## src/rtl/wb_cache_arbiter_pkg.sv

```systemverilog
// Shared types and constants for the L1-to-L2 Wishbone cache arbiter.
// Package name: wb_arb_types. It holds the arbiter state encoding, the
// arbitration-mode constants, the default line geometry, and a small
// modulo helper used for round-robin wrap-around.
package wb_arb_types;

    // Arbiter FSM states: waiting for a request, or owning the slave port.
    typedef enum logic {
        IDLE = 1'b0,
        BUSY = 1'b1
    } arb_state_t;

    // Arbitration modes selected by the ARB_MODE parameter.
    localparam int ARB_FIXED = 0;
    localparam int ARB_RR    = 1;

    // Default lc3b line geometry: 16-bit byte address, 32-byte lines.
    localparam int LC3B_LINE_ADDR_W = 11;
    localparam int LC3B_LINE_DATA_W = 256;

    // Wrap an index that may be at most 2*n-2 back into 0..n-1. The
    // subtraction makes the wrap explicit, so it also holds when n is not
    // a power of two.
    function automatic int rr_wrap(input int idx, input int n);
        return (idx >= n) ? (idx - n) : idx;
    endfunction

endpackage

```

## src/rtl/wb_cache_arbiter_rr_picker.sv

```systemverilog
// Rotating-priority encoder for the Wishbone cache arbiter.
// Scans the request vector starting at index ptr and wrapping past the top.
// The first requester found wins. With ptr tied to zero this becomes a plain
// fixed-priority encoder, where the lowest index wins.
module wb_rr_picker
    import wb_arb_types::*;
#(
    parameter int NUM_MASTERS = 2,
    parameter int IDX_W       = 1
)(
    input  logic [NUM_MASTERS-1:0] req,
    input  logic [IDX_W-1:0]       ptr,
    output logic [NUM_MASTERS-1:0] winner,
    output logic [IDX_W-1:0]       winner_idx,
    output logic                   valid
);

    logic [IDX_W-1:0] cand;

    // Walk the masters in rotated order; only the first requester is kept.
    always_comb begin
        cand       = '0;
        winner     = '0;
        winner_idx = '0;
        valid      = 1'b0;
        for (int i = 0; i < NUM_MASTERS; i++) begin
            cand = IDX_W'(rr_wrap(int'(ptr) + i, NUM_MASTERS));
            if (!valid && req[cand]) begin
                valid        = 1'b1;
                winner[cand] = 1'b1;
                winner_idx   = cand;
            end
        end
    end

endmodule

```

## src/rtl/wb_cache_arbiter.sv

```systemverilog
// N-master to 1-slave Wishbone arbiter between the L1 caches and the L2 port.
// - One master owns the slave for a whole transaction.
// - Ownership is decided in IDLE, so a grant takes effect one cycle after the
//   request appears.
// - Ownership is released on ACK, on RTY, or when the owner drops CYC.
// - Responses are steered only to the current owner.
// Optional build macro WB_CACHE_ARB_TIMEOUT_EN adds a slave watchdog. After
// TIMEOUT silent BUSY cycles it retries the owner and frees the port.
module wb_cache_arbiter
    import wb_arb_types::*;
#(
    parameter int NUM_MASTERS = 2,
    parameter int ADDR_W      = LC3B_LINE_ADDR_W,
    parameter int DATA_W      = LC3B_LINE_DATA_W,
    parameter int SEL_W       = DATA_W / 8,
    parameter int ARB_MODE    = ARB_FIXED,
    parameter int TIMEOUT     = 255
)(
    input  logic                          CLK,
    input  logic                          RST_N,
    input  logic [NUM_MASTERS-1:0]        m_CYC,
    input  logic [NUM_MASTERS-1:0]        m_STB,
    input  logic [NUM_MASTERS-1:0]        m_WE,
    input  logic [NUM_MASTERS*ADDR_W-1:0] m_ADR,
    input  logic [NUM_MASTERS*SEL_W-1:0]  m_SEL,
    input  logic [NUM_MASTERS*DATA_W-1:0] m_DAT_M,
    output logic [DATA_W-1:0]             m_DAT_S,
    output logic [NUM_MASTERS-1:0]        m_ACK,
    output logic [NUM_MASTERS-1:0]        m_RTY,
    output logic                          s_CYC,
    output logic                          s_STB,
    output logic                          s_WE,
    output logic [ADDR_W-1:0]             s_ADR,
    output logic [SEL_W-1:0]              s_SEL,
    output logic [DATA_W-1:0]             s_DAT_M,
    input  logic [DATA_W-1:0]             s_DAT_S,
    input  logic                          s_ACK,
    input  logic                          s_RTY,
    output logic [NUM_MASTERS-1:0]        grant
);

    localparam int IDX_W = $clog2(NUM_MASTERS);

    // Reject configurations outside the supported range at elaboration.
    if (NUM_MASTERS < 2 || NUM_MASTERS > 8) begin : g_bad_num_masters
        $error("wb_cache_arbiter: NUM_MASTERS must be 2..8");
    end
    if (TIMEOUT < 1) begin : g_bad_timeout
        $error("wb_cache_arbiter: TIMEOUT must be at least 1");
    end

    arb_state_t             state;
    logic [IDX_W-1:0]       gidx;
    logic [IDX_W-1:0]       ptr;
    logic [IDX_W-1:0]       pick_ptr;
    logic [IDX_W-1:0]       pick_idx;
    logic [IDX_W-1:0]       next_ptr;
    logic [NUM_MASTERS-1:0] req;
    logic [NUM_MASTERS-1:0] pick_onehot;
    logic                   pick_valid;
    logic                   busy;
    logic                   slave_done;
    logic                   owner_cyc;
    logic                   wd_hit;

    assign req        = m_CYC & m_STB;
    assign busy       = (state == BUSY);
    assign slave_done = s_ACK | s_RTY;
    assign owner_cyc  = m_CYC[gidx];

    // In fixed-priority mode the search always starts at master 0.
    assign pick_ptr = (ARB_MODE == ARB_RR) ? ptr : '0;
    assign next_ptr = IDX_W'(rr_wrap(int'(pick_idx) + 1, NUM_MASTERS));

    wb_rr_picker #(
        .NUM_MASTERS (NUM_MASTERS),
        .IDX_W       (IDX_W)
    ) u_picker (
        .req        (req),
        .ptr        (pick_ptr),
        .winner     (pick_onehot),
        .winner_idx (pick_idx),
        .valid      (pick_valid)
    );

`ifdef WB_CACHE_ARB_TIMEOUT_EN
    localparam int WD_W = $clog2(TIMEOUT + 1);

    logic [WD_W-1:0] wd_cnt;

    // Count BUSY cycles with no slave response. The count is held at zero
    // in IDLE, so every new ownership starts from zero.
    always_ff @(posedge CLK or negedge RST_N) begin
        if (!RST_N) begin
            wd_cnt <= '0;
        end else if (!busy) begin
            wd_cnt <= '0;
        end else if (!slave_done) begin
            wd_cnt <= wd_cnt + 1'b1;
        end
    end

    // Fires in the TIMEOUT-th silent BUSY cycle. A real response in that
    // same cycle wins over the watchdog.
    assign wd_hit = busy && !slave_done && (wd_cnt == WD_W'(TIMEOUT - 1));
`else
    assign wd_hit = 1'b0;
`endif

    // Arbitration FSM. It grants in IDLE and releases on a response, an
    // abort, or the watchdog. There is always one IDLE cycle between grants.
    always_ff @(posedge CLK or negedge RST_N) begin
        if (!RST_N) begin
            state <= IDLE;
            grant <= '0;
            gidx  <= '0;
            ptr   <= '0;
        end else begin
            case (state)
                IDLE: begin
                    if (pick_valid) begin
                        state <= BUSY;
                        grant <= pick_onehot;
                        gidx  <= pick_idx;
                        if (ARB_MODE == ARB_RR) begin
                            ptr <= next_ptr;
                        end
                    end
                end
                BUSY: begin
                    if (slave_done || !owner_cyc || wd_hit) begin
                        state <= IDLE;
                        grant <= '0;
                    end
                end
                default: begin
                    state <= IDLE;
                    grant <= '0;
                end
            endcase
        end
    end

    // Forward the owner's request to the slave. Everything is zero outside
    // BUSY. Controls also drop in the watchdog cycle.
    always_comb begin
        s_CYC   = busy & owner_cyc & ~wd_hit;
        s_STB   = busy & m_STB[gidx] & ~wd_hit;
        s_WE    = busy & m_WE[gidx] & ~wd_hit;
        s_ADR   = '0;
        s_SEL   = '0;
        s_DAT_M = '0;
        if (busy) begin
            s_ADR   = m_ADR[gidx*ADDR_W +: ADDR_W];
            s_SEL   = m_SEL[gidx*SEL_W +: SEL_W];
            s_DAT_M = m_DAT_M[gidx*DATA_W +: DATA_W];
        end
    end

    // Steer responses to the owner only; ACK masks a simultaneous RTY.
    always_comb begin
        m_ACK = '0;
        m_RTY = '0;
        if (busy) begin
            m_ACK[gidx] = s_ACK;
            m_RTY[gidx] = (s_RTY & ~s_ACK) | wd_hit;
        end
    end

    assign m_DAT_S = s_DAT_S;

endmodule

```

## config.mk

```make
export PLATFORM = sky130hd
export DESIGN_NAME = wb_cache_arbiter
export DESIGN_NICKNAME = d
export VERILOG_FILES = /design/src/rtl/wb_cache_arbiter_pkg.sv /design/src/rtl/wb_cache_arbiter_rr_picker.sv /design/src/rtl/wb_cache_arbiter.sv
export SDC_FILE = /design/constraint.sdc
export NUM_CORES = 1
export LEC_CHECK = 0
export ABC_AREA = 1
export CORE_AREA = 2 2 552 554
export DETAILED_ROUTE_END_ITERATION = 12
export DIE_AREA = 0 0 554 556
export DONT_BUFFER_PORTS = 1
export PLACE_DENSITY = 0.3
export SYNTH_ARGS = -nofsm -noshare
export SYNTH_HDL_FRONTEND = slang
export SYNTH_SLANG_ARGS = --single-unit
export TNS_END_PERCENT = 5
```

## constraint.sdc

```tcl
create_clock -name CLK -period 1.45 [get_ports CLK]
set_input_delay 0.145 -clock CLK [delete_from_list [all_inputs] [get_ports CLK]]
set_output_delay 0.145 -clock CLK [all_outputs]
set_load 0.005 [all_outputs]
```

Word-level counts from Yosys, hierarchy flattened --
Index checks and enable logic that the tools add are counted. Widths: inputs -> output; s select.
Operators by class: equal/unequal tests 2, shift operators 3, reduce and logical (&&, ||, !) cells 7, $lt $le $gt $ge 2, $mul 1, muxes and demuxes 24, bitwise operators 10
Operator list (number):
- $shiftx 512x10->256 | 1
- $mux 256 | 1
- $shiftx 64x7->32 | 1
- $mux 32 | 1
- $shiftx 22x6->11 | 1
- $mux 1 | 13
- $mux 11 | 1
- $mux 2 | 5
- $and 2x2->2 | 3
- $mul 1x4->5 const B | 1
- $and 1x1->1 | 4
- $pmux 2 s2 | 1
- $reduce_and 2->1 | 2
- $logic_and 1x1->1 | 2
- $logic_not 1->1 | 2
- $lt 1x2->1 const B | 1
- $ne 2x1->1 const B | 1
- $ne 2x2->1 const B | 1
- $not 1->1 | 2
- $pmux 1 s2 | 1
- $demux 1 s1 | 1
- $ge 1x1->1 const B | 1
- $logic_or 1x1->1 | 1
- $or 1x1->1 | 1
Word-level totals: input port bits 864, output and inout bits 564, flip-flop bits (word level) 4, word-level logic and storage cells 52

Depth between registers and ports, before layout --
depth in word-level cells 7, gate-level depth with buffers 7, gate-level depth less buffers 6

Cells and area by module --
A second synthesis with hierarchy kept.
Unflattened totals: cell total of the unflattened synthesis 1311, area, all modules 6746.5 um^2
By module, submodules not included:
- wb_cache_arbiter | seq. area each 100.1 um^2, cells each 1297, area an instance 6691.4 um^2, instances 1
- wb_rr_picker | seq. area each 0.0 um^2, cells each 14, area an instance 55.1 um^2, instances 1

Worst setup path before layout --
No wires, ideal clock.
kind register to output, start point reg gidx, end point out s_DAT_M[100], arrival time 1.019 ns, cell stages (with the launch flop) 7, setup slack 0.286 ns, path buffers 3, required time 1.305 ns, path through dfrtp_1 buf_6 inv_4 buf_6 buf_6 nand2_1 a21oi_1
On the way: word-level cells in the longest chain between the ends 2
RTL lines:
- start, declared | line wb_cache_arbiter.sv:53 | logic [IDX_W-1:0] gidx;
- start signal, assigned | line wb_cache_arbiter.sv:124 | gidx <= pick_idx;
- $shiftx 512x10->256 | line wb_cache_arbiter.sv:156 | s_DAT_M = m_DAT_M[gidx*DATA_W +: DATA_W];
- $mux 256 | line wb_cache_arbiter.sv:153 | if (busy) begin
- end, declared | line wb_cache_arbiter.sv:35 | output logic [DATA_W-1:0] s_DAT_M,
Every way passes these cells.

Worst setup path after layout --
start point reg gidx, end point out s_SEL[3]
On the way: word-level cells in the longest chain between the ends 2
RTL lines:
- $shiftx 64x7->32 | line wb_cache_arbiter.sv:155 | s_SEL = m_SEL[gidx*SEL_W +: SEL_W];
- $mux 32 | line wb_cache_arbiter.sv:153
- end, declared | line wb_cache_arbiter.sv:34 | output logic [SEL_W-1:0] s_SEL,
Every way passes these cells.

==> summary.md <==
| Metric | Value |
|---|---|
| Synth Area in Compound Gates | 0.2342 |
| Comb power frac | 0.955 |
| # setup viols final | a little over 300 |
| Synth Area in XOR/XNOR | 0 |
| Fmax | 497.5 MHz |
| Register share of total power | 0.012 |
| CTS root buf | clkbuf_16 |
| CTS tree | done |
| Remaining DRCs | 0 |
| Die Span Y | 556 µm |
| Yosys Warn Count | 0 |
| Max_slew headroom | 0.7067 |
| Drt via density | 1.933 |
| Clk pwr share | 0.033 |
| FF+latch count, synth | 4 |
| CP max stage delay | 0.42 ns |
| Worst path top cell family by delay | buffers and inverters |
| Initial antenna violation count | approximately 110 |
| Critical path buffers and inverters | 4 |
| Commonest non-fill, non-tap cells in the layout | nand2_1 (520), a21oi_2 (210), buf_4 (155) |
| Final Max Slew Viols | 0 |
| Ranking of synthesized cells by area | nand2_1 (35%), buf_4 (31%), a21oi_1 (22%) |
| Worst path cell trace | buf_4, buf_12, buf_12, nand2_1, a21oi_2, buf_4 |
| Sw frac | 0.6164 |
| Placer Congestion | 0.9669 |
| Reg2reg path depth | 8 |
| Status | finished with violations |
| Final Critical Period | 2.010 ns |
| Total Wirelength | 215700 µm |
| Mapped Cells | ~1300 |
| H-Tree Level Count | 1 |
| Sink Count | 4 |
| Final number of hold-violating endpoints | 0 |
| Area share of the largest cell type after synthesis | 0.3467 |
| Share of post-route cells with drive strength above 1 | 0.5477 |
| Failing checks | negative setup slack |
| Max Cap Viol | 0 |
| Via count | between 10000 and 15000 |
| Worst EP arrival | 1.86 ns |
| Mean post-synth cell area | between 5 and 6 µm² |
| Nets | 2185 |
| Post-synthesis sequential area ratio | 0.01508 |
| Net load switching power | 8209 µW |
| Chip width | approximately 550 µm |
| Post-Syn Nets | 2159 |
| Cell Pwr Density | 863.6 nW/µm² |
| Proportion of synthesized area in mux cells | 0 |
| Maximum VDD drop | 311.9 µV |
| Gr usage total | 0.1328 |
| Adder-cell area share of the yosys netlist | 0 |
| Clk slew on worst S/H paths | 0.03 ns |
| First-pass GRT wire length | between 200000 and 250000 µm |
| Startpoint types | flop |
| Drt pass-1 iters | 5 |
| Detail Placement HPWL | around 210000 µm |
| Slew @ Worst Pin | approximately 0.44 ns |
| Worst skew pair latency | 0.22 ns |
| Main combinational cell family by area after synthesis | buffers and inverters |
| R2R setup slack | 0.05 ns |
| TritonCTS buffer count | 3 |
| CP max FO | 43 |
| Hold/Removal Path Class | in2reg |
| Die area | 308000 µm² |
| Vias in the first global route | 9347 |
| Setup crit end | s_SEL[3] |
| Port Buffer Count | 0 |
| Core area | 302000 µm² |
| Crit path kind | reg2out |
| Post-synth top area cell | nand2_1 |
| Synth unique cells | 14 |
| Pin count of the biggest net entering global routing | 44 |
| Worst reg2reg startpoint | gidx$_DFFE_PN0P_ |
| Levels on crit path | 6 |
| Post-route clock period utilization | 1.386 |
| Post-Synth Simple-Gate Area | 0.3543 |
| Crit end category | primary output |
| Total congestion overflow | 0 |
| Worst path slowest cell | dfrtp_4 |
| Setup TNS | -120.20 ns |
| Int Power | 5110 µW |
| Worst-case clock buffer depth | 2 |
| Initial core utilization | 0.02197 |
| Worst r2r dst | grant[1]$_DFFE_PN0P_ |
| Final worst clock skew | 0.002894 ns |
| Layout area overhead | 132.4% |
| Overall Power | 13320 µW |
| Antenna violation net count after detailed routing | 0 |
| Commonest non-fill, non-tap cell in the layout | nand2_1 |
| Final worst slack | -0.5599 ns |
| I/O pin cnt | 1428 |
| Pleak | 0.004659 µW |
| Routed length per instance | 40.50 µm |
| Worst Path Required | roughly 1.3 ns |
| Min-delay src | m_CYC[1] |
| DRT iter0 DRCs | 630 |
| WHS Path Cells | 2 |
| CP startpoint | gidx$_DFFE_PN0P_ |
| Cell Area, Synth | about 6600 µm² |
| Setup repair after global routing missed its margin | true |
| Rows | between 200 and 250 |
-- power by group through the flow --
stage,Combinational (µW),Sequential (µW),Clock [µW]
after floorplan,3840,145,0
after global placement,10700,163,0
after detailed placement,10700,163,0
after CTS,12500,159,444
after global routing,13700,160,453
final,12700,159,442
-- state kept, by name, indices dropped and copies added (netlist names) --
name / count
gidx: 1
grant: 2
busy: 1
-- routing by layer --
layer  part of all wire  routed length [µm]  up-vias  GRT usage
met5             0.0014                 307        -          0
met1               0.29               62540     4621     0.1134
li1                   -                   -     3938          -
met2               0.41               89140     1369     0.1978
met3               0.26               56190      322     0.1560
met4              0.035                7521       44    0.03451
-- what timing repair did --
item                                    in CTS  in global routing
pin swaps                                   24                 45
endpoints found under the setup margin     309                309
hold endpoints to repair                     4                  0
gates cloned                                 6                  4
setup buffers                                9                  4
hold buffers                                 1                  0
gates resized for setup                    380                158
-- synth_stat cells --
| master | count |
|---|---|
| nand2_1 | 613 |
| a21oi_1 | 292 |
| buf_4 | 277 |
| buf_2 | 55 |
| buf_6 | 21 |
| a21oi_2 | 10 |
| nor2_1 | 8 |
| inv_1 | 5 |
| dfrtp_1 | 4 |
| nand3_1 | 4 |
| clkbuf_1 | 3 |
| inv_2 | 1 |
| inv_4 | 1 |
| o21ai_0 | 1 |
-- kinds of logic (layout without fill, tap and decap cells) --
| group | after synthesis | after routing |
|---|---|---|
| AOI/OAI and AO/OA | 303 | 303 |
| buffers and inverters | 363 | 388 |
| DFF | 4 | 4 |
| other | 0 | 28 |
| and+or+nand+nor | 625 | 625 |
-- area by class of cell --
class,instances,area (µm²)
fillers,35890,286600
multi-input cells,928,5469
well taps,3978,4977
repair buffers,376,4616
flip-flops and latches,4,103.9
clock buffers,4,78.83
inverters,7,78.83
diodes,28,70.07
repair inverters,1,30.03
-- through the flow --
| step | area (µm²) | instances | setup WS (ns) | hold slack, ns | util |
|---|---|---|---|---|---|
| 2_1_floorplan | 6636 | 1295 | 0.2860 | -0.1506 | - |
| 3_3_place_gp | 12740 | 5270 | -0.9679 | -0.1504 | 0.04217 |
| 3_5_place_dp | 12740 | 5270 | -0.9936 | -0.1504 | 0.04217 |
| 4_1_cts | 14580 | 5290 | -0.6067 | 0.1242 | 0.04828 |
| 5_1_grt | 15380 | 5310 | -0.5874 | 0.1120 | 0.05093 |
| 6_report | 15420 | 5326 | -0.5599 | 0.1037 | 0.05107 |
-- worst min path at each step --
stage,to,slack [ns]
after floorplan,busy$_DFF_PN0_,-0.15
after global placement,gidx$_DFFE_PN0P_,-0.15
after detailed placement,grant[1]$_DFFE_PN0P_,-0.15
after CTS,grant[1]$_DFFE_PN0P_,0.12
after global routing,gidx$_DFFE_PN0P_,0.11
final,gidx$_DFFE_PN0P_,0.10
No activity file was read; power rests on OpenSTA's default activity.
